### config.mk
export PLATFORM = sky130hd
export DESIGN_NAME = noc_input_port
export DESIGN_NICKNAME = d
export VERILOG_FILES = /design/src/rtl/noc_pkg.sv /design/src/rtl/noc_flit_fifo.sv /design/src/rtl/noc_input_port.sv
export SDC_FILE = /design/constraint.sdc
export NUM_CORES = 1
export LEC_CHECK = 0
export CAP_MARGIN = 20
export CORE_ASPECT_RATIO = 0.5
export CORE_MARGIN = 5
export CORE_UTILIZATION = 35
export CTS_CLUSTER_DIAMETER = 100
export DETAILED_ROUTE_END_ITERATION = 10
export DONT_BUFFER_PORTS = 1
export SLEW_MARGIN = 40
export SYNTH_ARGS = -nofsm -noshare
export SYNTH_HDL_FRONTEND = slang
export SYNTH_SLANG_ARGS = --single-unit
### constraint.sdc
create_clock -name clk -period 4.3 [get_ports clk]
set_clock_uncertainty 0.2 [all_clocks]
set_input_delay 0 -clock clk [delete_from_list [all_inputs] [get_ports clk]]
set_output_delay 0 -clock clk [all_outputs]
set_load 0.005 [all_outputs]
### src/rtl/noc_pkg.sv
// rtl/noc_pkg.sv - mesh router constants and XY routing function
package noc_pkg;

  localparam int ADDR_W  = 16;
  localparam int COORD_W = 8;
  localparam int X_MSB   = 15;
  localparam int X_LSB   = 8;
  localparam int Y_MSB   = 7;
  localparam int Y_LSB   = 0;
  localparam int DIR_W   = 5;

  localparam logic [DIR_W-1:0] DIR_L  = 5'b10000;
  localparam logic [DIR_W-1:0] DIR_R  = 5'b01000;
  localparam logic [DIR_W-1:0] DIR_U  = 5'b00100;
  localparam logic [DIR_W-1:0] DIR_D  = 5'b00010;
  localparam logic [DIR_W-1:0] DIR_PE = 5'b00001;

  // Dimension-ordered routing: resolve X first, then Y, then deliver locally.
  function automatic logic [DIR_W-1:0] xy_route(input logic [ADDR_W-1:0] dest,
                                                input logic [ADDR_W-1:0] cur);
    logic [COORD_W-1:0] dx, dy, cx, cy;
    dx = dest[X_MSB:X_LSB];
    dy = dest[Y_MSB:Y_LSB];
    cx = cur[X_MSB:X_LSB];
    cy = cur[Y_MSB:Y_LSB];
    if (dx > cx)      xy_route = DIR_R;
    else if (dx < cx) xy_route = DIR_L;
    else if (dy > cy) xy_route = DIR_U;
    else if (dy < cy) xy_route = DIR_D;
    else              xy_route = DIR_PE;
  endfunction

endpackage

### src/rtl/noc_flit_fifo.sv
// rtl/noc_flit_fifo.sv - synchronous flit FIFO with flush and look-ahead full flag
module noc_flit_fifo #(
  parameter int WIDTH = 69,
  parameter int DEPTH = 4
) (
  input  logic                         clk,
  input  logic                         rst,
  input  logic                         push_i,
  input  logic [WIDTH-1:0]             data_i,
  input  logic                         pop_i,
  input  logic                         clear_i,
  output logic [WIDTH-1:0]             data_o,
  output logic                         full_o,
  output logic                         full_next_o,
  output logic                         empty_o,
  output logic [$clog2(DEPTH+1)-1:0]   count_o
);

  localparam int PTR_W = $clog2(DEPTH);
  localparam int CNT_W = $clog2(DEPTH+1);
  localparam logic [CNT_W-1:0] DEPTH_C = CNT_W'(DEPTH);

  logic [WIDTH-1:0] mem_q [DEPTH];
  logic [PTR_W-1:0] wr_ptr_q, wr_ptr_d, rd_ptr_q, rd_ptr_d;
  logic [CNT_W-1:0] count_q, count_d;
  logic             push_eff, pop_eff;

  assign full_o      = (count_q == DEPTH_C);
  assign empty_o     = (count_q == '0);
  assign count_o     = count_q;
  assign data_o      = mem_q[rd_ptr_q];
  assign full_next_o = (count_d == DEPTH_C);
  assign push_eff    = push_i & ~full_o & ~clear_i;
  assign pop_eff     = pop_i & ~empty_o & ~clear_i;

  // Depth is a power of two, so pointers wrap naturally.
  always_comb begin
    wr_ptr_d = wr_ptr_q;
    rd_ptr_d = rd_ptr_q;
    count_d  = count_q;
    if (clear_i) begin
      wr_ptr_d = '0;
      rd_ptr_d = '0;
      count_d  = '0;
    end else begin
      if (push_eff) wr_ptr_d = wr_ptr_q + PTR_W'(1);
      if (pop_eff)  rd_ptr_d = rd_ptr_q + PTR_W'(1);
      case ({push_eff, pop_eff})
        2'b10:   count_d = count_q + CNT_W'(1);
        2'b01:   count_d = count_q - CNT_W'(1);
        default: count_d = count_q;
      endcase
    end
  end

  always_ff @(posedge clk or posedge rst) begin
    if (rst) begin
      wr_ptr_q <= '0;
      rd_ptr_q <= '0;
      count_q  <= '0;
    end else begin
      wr_ptr_q <= wr_ptr_d;
      rd_ptr_q <= rd_ptr_d;
      count_q  <= count_d;
    end
  end

  always_ff @(posedge clk) begin
    if (push_eff) mem_q[wr_ptr_q] <= data_i;
  end

endmodule

### src/rtl/noc_input_port.sv
// rtl/noc_input_port.sv - mesh router input port: XY route at enqueue, flit buffer, U-turn drop
module noc_input_port
  import noc_pkg::*;
#(
  parameter int          DATA_WIDTH      = 64,
  parameter int          BUFFER_DEPTH    = 4,
  parameter logic [15:0] CURRENT_ADDRESS = 16'h0000,
  parameter logic [4:0]  DIRECTION       = 5'b00001,
  parameter int          DEST_LSB        = 0,
  parameter int          CNT_W           = 8
) (
  input  logic                                clk,
  input  logic                                rst,
  input  logic                                si,
  input  logic [DATA_WIDTH-1:0]               datai,
  output logic                                ri,
  input  logic                                sig_buffer_clear,
  output logic [4:0]                          req,
  input  logic [4:0]                          gnt,
  output logic [DATA_WIDTH-1:0]               datao,
  output logic [$clog2(BUFFER_DEPTH+1)-1:0]   occupancy,
  output logic                                err_drop,
  output logic [CNT_W-1:0]                    drop_cnt
);

  localparam int ENTRY_W = DATA_WIDTH + DIR_W;

  logic [DIR_W-1:0]   route;
  logic [ENTRY_W-1:0] head;
  logic               accept, uturn, push, drop, pop;
  logic               fifo_full, fifo_full_next, fifo_empty;
  logic               ri_q, ri_d;
  logic               err_drop_q, err_drop_d;
  logic [CNT_W-1:0]   drop_cnt_q, drop_cnt_d;

  assign route  = xy_route(datai[DEST_LSB +: ADDR_W], CURRENT_ADDRESS);
  assign accept = si & ri_q;
  assign uturn  = (route == DIRECTION);
  // A flush discards the offered flit silently, so it neither enqueues nor counts as a drop.
  assign push   = accept & ~uturn & ~sig_buffer_clear & ~fifo_full;
  assign drop   = accept & uturn & ~sig_buffer_clear;

  assign req    = fifo_empty ? '0 : head[DATA_WIDTH +: DIR_W];
  assign datao  = head[DATA_WIDTH-1:0];
  assign pop    = |(gnt & req);

  assign ri       = ri_q;
  assign err_drop = err_drop_q;
  assign drop_cnt = drop_cnt_q;

  noc_flit_fifo #(
    .WIDTH (ENTRY_W),
    .DEPTH (BUFFER_DEPTH)
  ) u_fifo (
    .clk         (clk),
    .rst         (rst),
    .push_i      (push),
    .data_i      ({route, datai}),
    .pop_i       (pop),
    .clear_i     (sig_buffer_clear),
    .data_o      (head),
    .full_o      (fifo_full),
    .full_next_o (fifo_full_next),
    .empty_o     (fifo_empty),
    .count_o     (occupancy)
  );

  // ready follows next-cycle occupancy so a just-filled buffer refuses the very next flit
  always_comb begin
    ri_d       = ~fifo_full_next;
    err_drop_d = drop;
    drop_cnt_d = drop_cnt_q;
    if (drop && (drop_cnt_q != '1)) drop_cnt_d = drop_cnt_q + CNT_W'(1);
  end

  always_ff @(posedge clk or posedge rst) begin
    if (rst) begin
      ri_q       <= 1'b0;
      err_drop_q <= 1'b0;
      drop_cnt_q <= '0;
    end else begin
      ri_q       <= ri_d;
      err_drop_q <= err_drop_d;
      drop_cnt_q <= drop_cnt_d;
    end
  end

endmodule
==> results of run 1 <==
==> path summary, 6_finish.rpt <==
kind	slack, ns	start	endpoint	cells past startpoint
worst max-delay path	0.53	u_fifo.count_o[1]	u_fifo.count_o[2]	10
worst min-delay path	0.03	datai[5]	u_fifo.mem_q[2][5]	1
worst max register to register	0.53	u_fifo.count_o[1]	u_fifo.count_o[2]	10
worst min register to register	0.32	drop_cnt[5]	drop_cnt[5]	1
max in group asynchronous	3.19	rst	u_fifo.rd_ptr_q[1]	4
min in group asynchronous	0.39	rst	u_fifo.rd_ptr_q[0]	4
==> cells in the final DEF (no fill, tap or decap), drive strengths merged, types with 2 or more instances in the layout <==
cell and instances:
inv 8, ha 6, o211ai 2, xnor2 5
dlygate4sd3 132, or4 2, mux4 65, clkbuf 34
nand2 9, nor3 3, clkinvlp 4, a211oi 3
mux2 2, nand2b 2, o31ai 2, xor2 4
conb 2, a21oi 2, edfxtp 268, mux2i 5
buf 15, nand3 3, dfrtp 17, and2 6
nor4 2, nand4 2, nor2 10, clkinv 11
==> metrics by stage <==
stage | area [sq um] | utilization | hold slack [ns] | setup slack (ns) | power (uW)
detailed placement | 11220 | 0.3717 | -0.1406 | 0.8531 | 4672
finish | 13350 | 0.4423 | 0.02503 | 0.5349 | 6869
global placement | 11200 | 0.3710 | -0.1490 | 0.9068 | 4604
floorplan | 10670 | - | -0.2739 | 0.9390 | 4282
CTS | 13340 | 0.4420 | 0.002866 | 0.5283 | 6996
global route | 13350 | 0.4423 | 0.01826 | 0.1878 | 7183
==> cell families (layout without fill, tap and decap cells) <==
logic type / Yosys count / count (layout)
flip-flops: 285 / 285
multiplexers: 72 / 72
AND/OR/NAND/NOR: 45 / 45
buffers and inverters: 25 / 204
AO/OA/AOI/OAI: 15 / 15
XOR/XNOR: 9 / 9
adder cells (fa/ha/maj): 7 / 7
other: 1 / 2
==> state kept, by name, summed over array words and instances, names as in the netlist <==
register	flops
err_drop	1
u_fifo.mem_q	268
u_fifo.rd_ptr_q	2
u_fifo.wr_ptr_q	2
ri	1
u_fifo.count_o	3
drop_cnt	8
==> cells in the mapped netlist, types with 2 or more instances <==
| master | instances |
|---|---|
| buf_4 | 2 |
| nor2_1 | 10 |
| o31ai_1 | 2 |
| xnor2_1 | 5 |
| nor3_1 | 3 |
| nand2b_1 | 2 |
| nand3_1 | 3 |
| a211oi_1 | 3 |
| nor4_1 | 2 |
| mux4_2 | 65 |
| a21oi_1 | 2 |
| or4_1 | 2 |
| buf_1 | 4 |
| edfxtp_1 | 268 |
| clkbuf_1 | 4 |
| mux2i_1 | 5 |
| nand2_1 | 9 |
| nand4_1 | 2 |
| xor2_1 | 4 |
| buf_2 | 8 |
| dfrtp_1 | 17 |
| and2_1 | 5 |
| ha_1 | 6 |
| inv_1 | 7 |
==> layer usage <==
layer / vias to the layer above / part of all wire / GRT usage
met5: - / 0 / 0
met1: 2679 / 0.41 / 0.1530
met4: 0 / 0.016 / 0.02412
met3: 28 / 0.034 / 0.02708
li1: 2230 / - / -
met2: 77 / 0.54 / 0.2270
==> power by group through the flow <==
stage	clock (uW)	sequential (uW)	combinational (uW)
after global placement	0	3380	1230
after floorplan	0	3360	925
after detailed placement	0	3390	1280
final	2170	3330	1370
after global routing	2350	3350	1490
after CTS	2240	3330	1430
==> area by class of cell <==
type / count / area, sq um
inverter: 7 / 26.28
clock buffer: 34 / 701.9
timing repair buffer: 147 / 1448
sequential: 285 / 8481
multi-input combinational: 150 / 2093
clock inverter: 16 / 100.1
fill: 2562 / 16830
tap: 399 / 499.2
==> timing repair <==
item,CTS,global route
endpoints found under the hold margin,302,17
endpoints found under the setup margin,0,0
hold buffers,132,1
==> critical path, cell delays in order, from the launching register on <==
cell	delay [ns]
dfrtp_1	0.45
nor3_1	0.63
nor2b_1	0.25
a2bb2oi_1	0.23
nor2_1	0.09
ha_1	0.26
fa_1	0.39
xnor2_1	0.14
or3_1	0.31
a21oi_1	0.19
dlygate4sd3_1	0.57
==> impl_metrics.yaml, run 1 <==
logic_synthesis:
  async_reset_ff_frac: 0.05965
  synth.area.mux_share: 0.1441
  syn_inst: 459
  ys_types: 43
  ys_ff_latch: 285
  synth-adder-area-share: 0.008917
  ys_warn_count: 0
  yosysSeqAreaShare: 0.7946
  ys_dominant_reg_cell: "edfxtp_1"
  ys_top_cells_by_area: "edfxtp_1 75%, mux4_2 14%, dfrtp_1 4.0%, ha_1 0.70%, mux2i_1 0.47%"
  synthXorXnorAreaFrac: 0.007392
  syn_avg_cell_area_sq_um: 23.23
  yosys.area.top_type: "edfxtp_1"
  synth_area_sq_mm: 0.01066
  synth_compound_area_frac: 0.01162
  synth_top_family_by_area: "multiplexers"
  synthSimpleGateAreaFrac: 0.02264
  synth_edf_count: 268
  yosysTopAreaCellShare: 0.7547
placed_design:
  io_buffers: 0
  place.gp.congestion: 0.6794
  hpwl_um: 12930
  dp.cells: 855
cts:
  cts_num_sinks: 285
  clkLatencyLatePin_ns: 0.54
  post_cts_buffers: 0
  cts_resized: 0
  clockBufferDepth: 3
  cts_max_level: 1
  cts-buffers-inserted: 27
  cts-root-buf: "clkbuf_16"
  clk_pin_slew_ns: 0.06
  cts_tree: "done"
power:
  p_comb_frac: 0.199
  ir_drop_mv: 0.4140
  seqPwrFrac: 0.485
  p_leak_uw: 0.004295
  powerDensity_mw_per_mm2: 514.6
  p_int_uw: 5071
  pwr-share-clk: 0.316
  switching_share: 0.2618
  netSwitchingPower_uw: 1798
grt:
  antenna_found_initial: 0
  grtUsageTotal: 0.1237
  grt_pass1_vias: 5433
  grt_pass1_wl_um: 32940
  grt_max_degree: 47
  grt.overflow.total: 0
drt:
  drc: 0
  drtIter0Drc: 294
  drt_wl_total_um: 21600
  routed_via_density: 4.830
  num_vias: 5014
  drt_first_pass_iters: 4
  wl_per_cell_um: 20.81
  ant_nets: 0
setup_path:
  crit_type: "flop to flop"
  crit_arrival_ns: 4.04
  worst_setup_path_start_kind: "flop"
  end_kind: "flop"
  cp.required_ns: 4.58
  cp_max_fo: 5
timing:
  setup_tns_ns: 0
  rsz0062_at_grt: "no"
  min_period_ns: 3.765
  finalHoldViolations: 0
  finalSetupViolCount: 0
  post-route-period-util: 0.8756
  max_slew.worst_pin.slew_ns: 0.7612
  relSlewSlack: 0.4925
  clock.fmax_mhz: 265.6
  drv_slew: 0
cells_and_area:
  fin_cells: 1038
  antenna_cells: 0
  layout.nets: 698
  synthToLayoutAreaGrowth_pct: 25.18
  drive_gt1_frac: 0.2034
floorplanning:
  pin_count: 155
  rows: 45
  start_util: 0.3534
  chipHeight_um: 133.4
  core_sq_mm: 0.03018
  die_x_um: 256.9
  dieArea_sq_mm: 0.03427
run_status:
  status: "finished clean"
hold_path:
  hold_path_class: "primary input to flop"
flow_run:
  cap_violations: 0
Note: power is estimated with default switching activity, not from simulation.
==> run 2: changes to the inputs <==
--- a/config.mk
+++ b/config.mk
@@ -7,7 +7,6 @@
 export LEC_CHECK = 0
 export CAP_MARGIN = 20
 export CORE_ASPECT_RATIO = 0.5
-export CORE_MARGIN = 5
 export CORE_UTILIZATION = 35
 export CTS_CLUSTER_DIAMETER = 100
 export DETAILED_ROUTE_END_ITERATION = 10
==> run 2 against run 1 <==
Against the previous run: register-to-register slack got worse by 0.19 ns; flip-flop and latch count did not move; largest power group unchanged; maximum frequency fell by 4.9%; hold slack got worse by 0.0068 ns; worst setup slack got worse by 0.19 ns.
==> impl_metrics.yaml, run 2 (synthesized netlist as in run 1, its figures left out) <==
cells_and_area:
  layout_common_cells: "268 x edfxtp_1, 126 x dlygate4sd3_1, 65 x mux4_2"
  top_register: "u_fifo.mem_q"
  seq_area_sq_mm: 0.008481
  synthToLayoutAreaGrowth_pct: 25.60
  layout.nets: 693
  multi_input_area_sq_mm: 0.002093
  antenna_cells: 0
  drive_gt1_frac: 0.2236
  n_fill_cell: 2425
  final_common_cell: "edfxtp_1"
  largest_register_ffs: 268
flow_run:
  cap_violations: 0
placed_design:
  place.gp.congestion: 0.7042
  pre_cts_ws_ns: 0.6529
  io_buffers: 0
  hpwl_um: 12930
setup_path:
  timing.rr.end: "ri"
  end_kind: "flop"
  crit_type: "flop to flop"
  r2r_cells: 11
  rr_startpoint: "u_fifo.rd_ptr_q[1]"
  crit_arrival_ns: 4.19
  cp.required_ns: 4.53
  cp_max_fo: 26
  rrSetupSlack_ns: 0.34
  worst_setup_path_start_kind: "flop"
timing:
  min_period_ns: 3.957
  relSlewSlack: 0.5166
  finalSetupViolCount: 0
  drv_slew: 0
  finalHoldViolations: 0
  setup_tns_ns: 0
  post-route-period-util: 0.9203
  max_slew.worst_pin.slew_ns: 0.7252
  rsz0062_at_grt: "no"
  clock.fmax_mhz: 252.7
  worst_slack_ns: 0.3429
power:
  p_int_uw: 5160
  p_comb_frac: 0.187
  ir_drop_mv: 0.2910
  p_leak_uw: 0.004333
  pwr-share-clk: 0.338
  seqPwrFrac: 0.475
  switching_share: 0.2663
  netSwitchingPower_uw: 1873
  powerDensity_mw_per_mm2: 525.1
cts:
  cts_max_level: 1
  clk_pin_slew_ns: 0.07
  clkLatencyLatePin_ns: 0.54
  clockBufferDepth: 3
  cts_tree: "done"
  cts_num_sinks: 285
  cts-root-buf: "clkbuf_16"
  post_cts_buffers: 0
  cts-buffers-inserted: 28
run_status:
  status: "finished clean"
floorplanning:
  pin_count: 155
  start_util: 0.3621
  die_x_um: 248.9
  chipHeight_um: 125.4
  dieArea_sq_mm: 0.03121
  rows: 44
  core_sq_mm: 0.02945
drt:
  dr_wl_met3_um: 871
  ant_nets: 0
  drt_first_pass_iters: 4
  wl_met1_um: 8982
  top_layer_used: "met4"
  drt_wl_total_um: 21370
  routed_via_density: 4.909
  wl_per_cell_um: 20.83
  num_vias: 5037
  drc: 0
  drtIter0Drc: 289
  route.met2.wl_um: 11120
hold_path:
  hold_end: "u_fifo.mem_q[2][7]"
  min_delay_path_depth: 1
  hold_path.startpoint: "datai[7]"
  hold_path_class: "primary input to flop"
grt:
  grtUsageTotal: 0.1396
  grt.overflow.total: 0
  grt_pass1_wl_um: 33110
  antenna_found_initial: 0
  grt_max_degree: 48
  grt_pass1_vias: 5492
-- run 2: worst max-delay path by stage --
stage	startpoint	slack [ns]	end	cells past startpoint
floorplan	u_fifo.count_o[0]	0.94	u_fifo.mem_q[0][0]	3
global placement	u_fifo.rd_ptr_q[1]	0.74	ri	10
detailed placement	u_fifo.rd_ptr_q[1]	0.65	ri	10
CTS	u_fifo.rd_ptr_q[1]	0.33	ri	11
global route	u_fifo.rd_ptr_q[1]	0.11	ri	11
finish	u_fifo.rd_ptr_q[1]	0.34	ri	11
-- run 2: through the flow --
stage | cell area (sq um) | hold WS [ns] | power (uW) | util | cells
floorplan | 10670 | -0.2739 | 4282 | - | 460
global placement | 11180 | -0.1748 | 4601 | 0.3796 | 845
detailed placement | 11220 | -0.1584 | 4628 | 0.3811 | 847
CTS | 13390 | 0.001786 | 7151 | 0.4546 | 1025
global route | 13390 | 0.01456 | 7333 | 0.4548 | 1026
finish | 13390 | 0.01827 | 7033 | 0.4548 | 1026
-- run 2: final cells by class --
type,count,area share
clock inverter,24,0.01523
inverter,7,0.001962
tap,391,0.03652
multi-input combinational,150,0.1563
clock buffer,28,0.05231
timing repair buffer,141,0.1045
sequential,285,0.6332
-- run 2: power by group through the flow --
| stage | clock network, uW | logic [uW] | registers (uW) |
|---|---|---|---|
| final | 2380 | 1320 | 3340 |
| after global routing | 2550 | 1430 | 3360 |
| after CTS | 2440 | 1370 | 3340 |
| after detailed placement | 0 | 1230 | 3400 |
| after global placement | 0 | 1210 | 3390 |
| after floorplan | 0 | 925 | 3360 |
-- run 2: critical path: stages, from the launching register on --
cell	delay (ns)
dfrtp_4	0.71
mux2_2	0.41
a311oi_1	0.34
a2bb2oi_1	0.24
nor2_1	0.08
ha_1	0.25
fa_1	0.38
xnor2_1	0.15
or3_1	0.30
a21oi_1	0.15
dlygate4sd3_1	0.58
nand2_1	0.05
-- run 2: metal layers --
layer	track usage	vias up
met4	0.03106	0
met2	0.2442	111
li1	-	2236
met5	0	-
met1	0.1795	2663
met3	0.02956	27
-- run 2: timing repair --
| action | 4_1_cts | 5_1_grt |
|---|---|---|
| resized for setup | 0 | 0 |
| hold endpoints to repair | 302 | 17 |
| hold buffers | 126 | 1 |
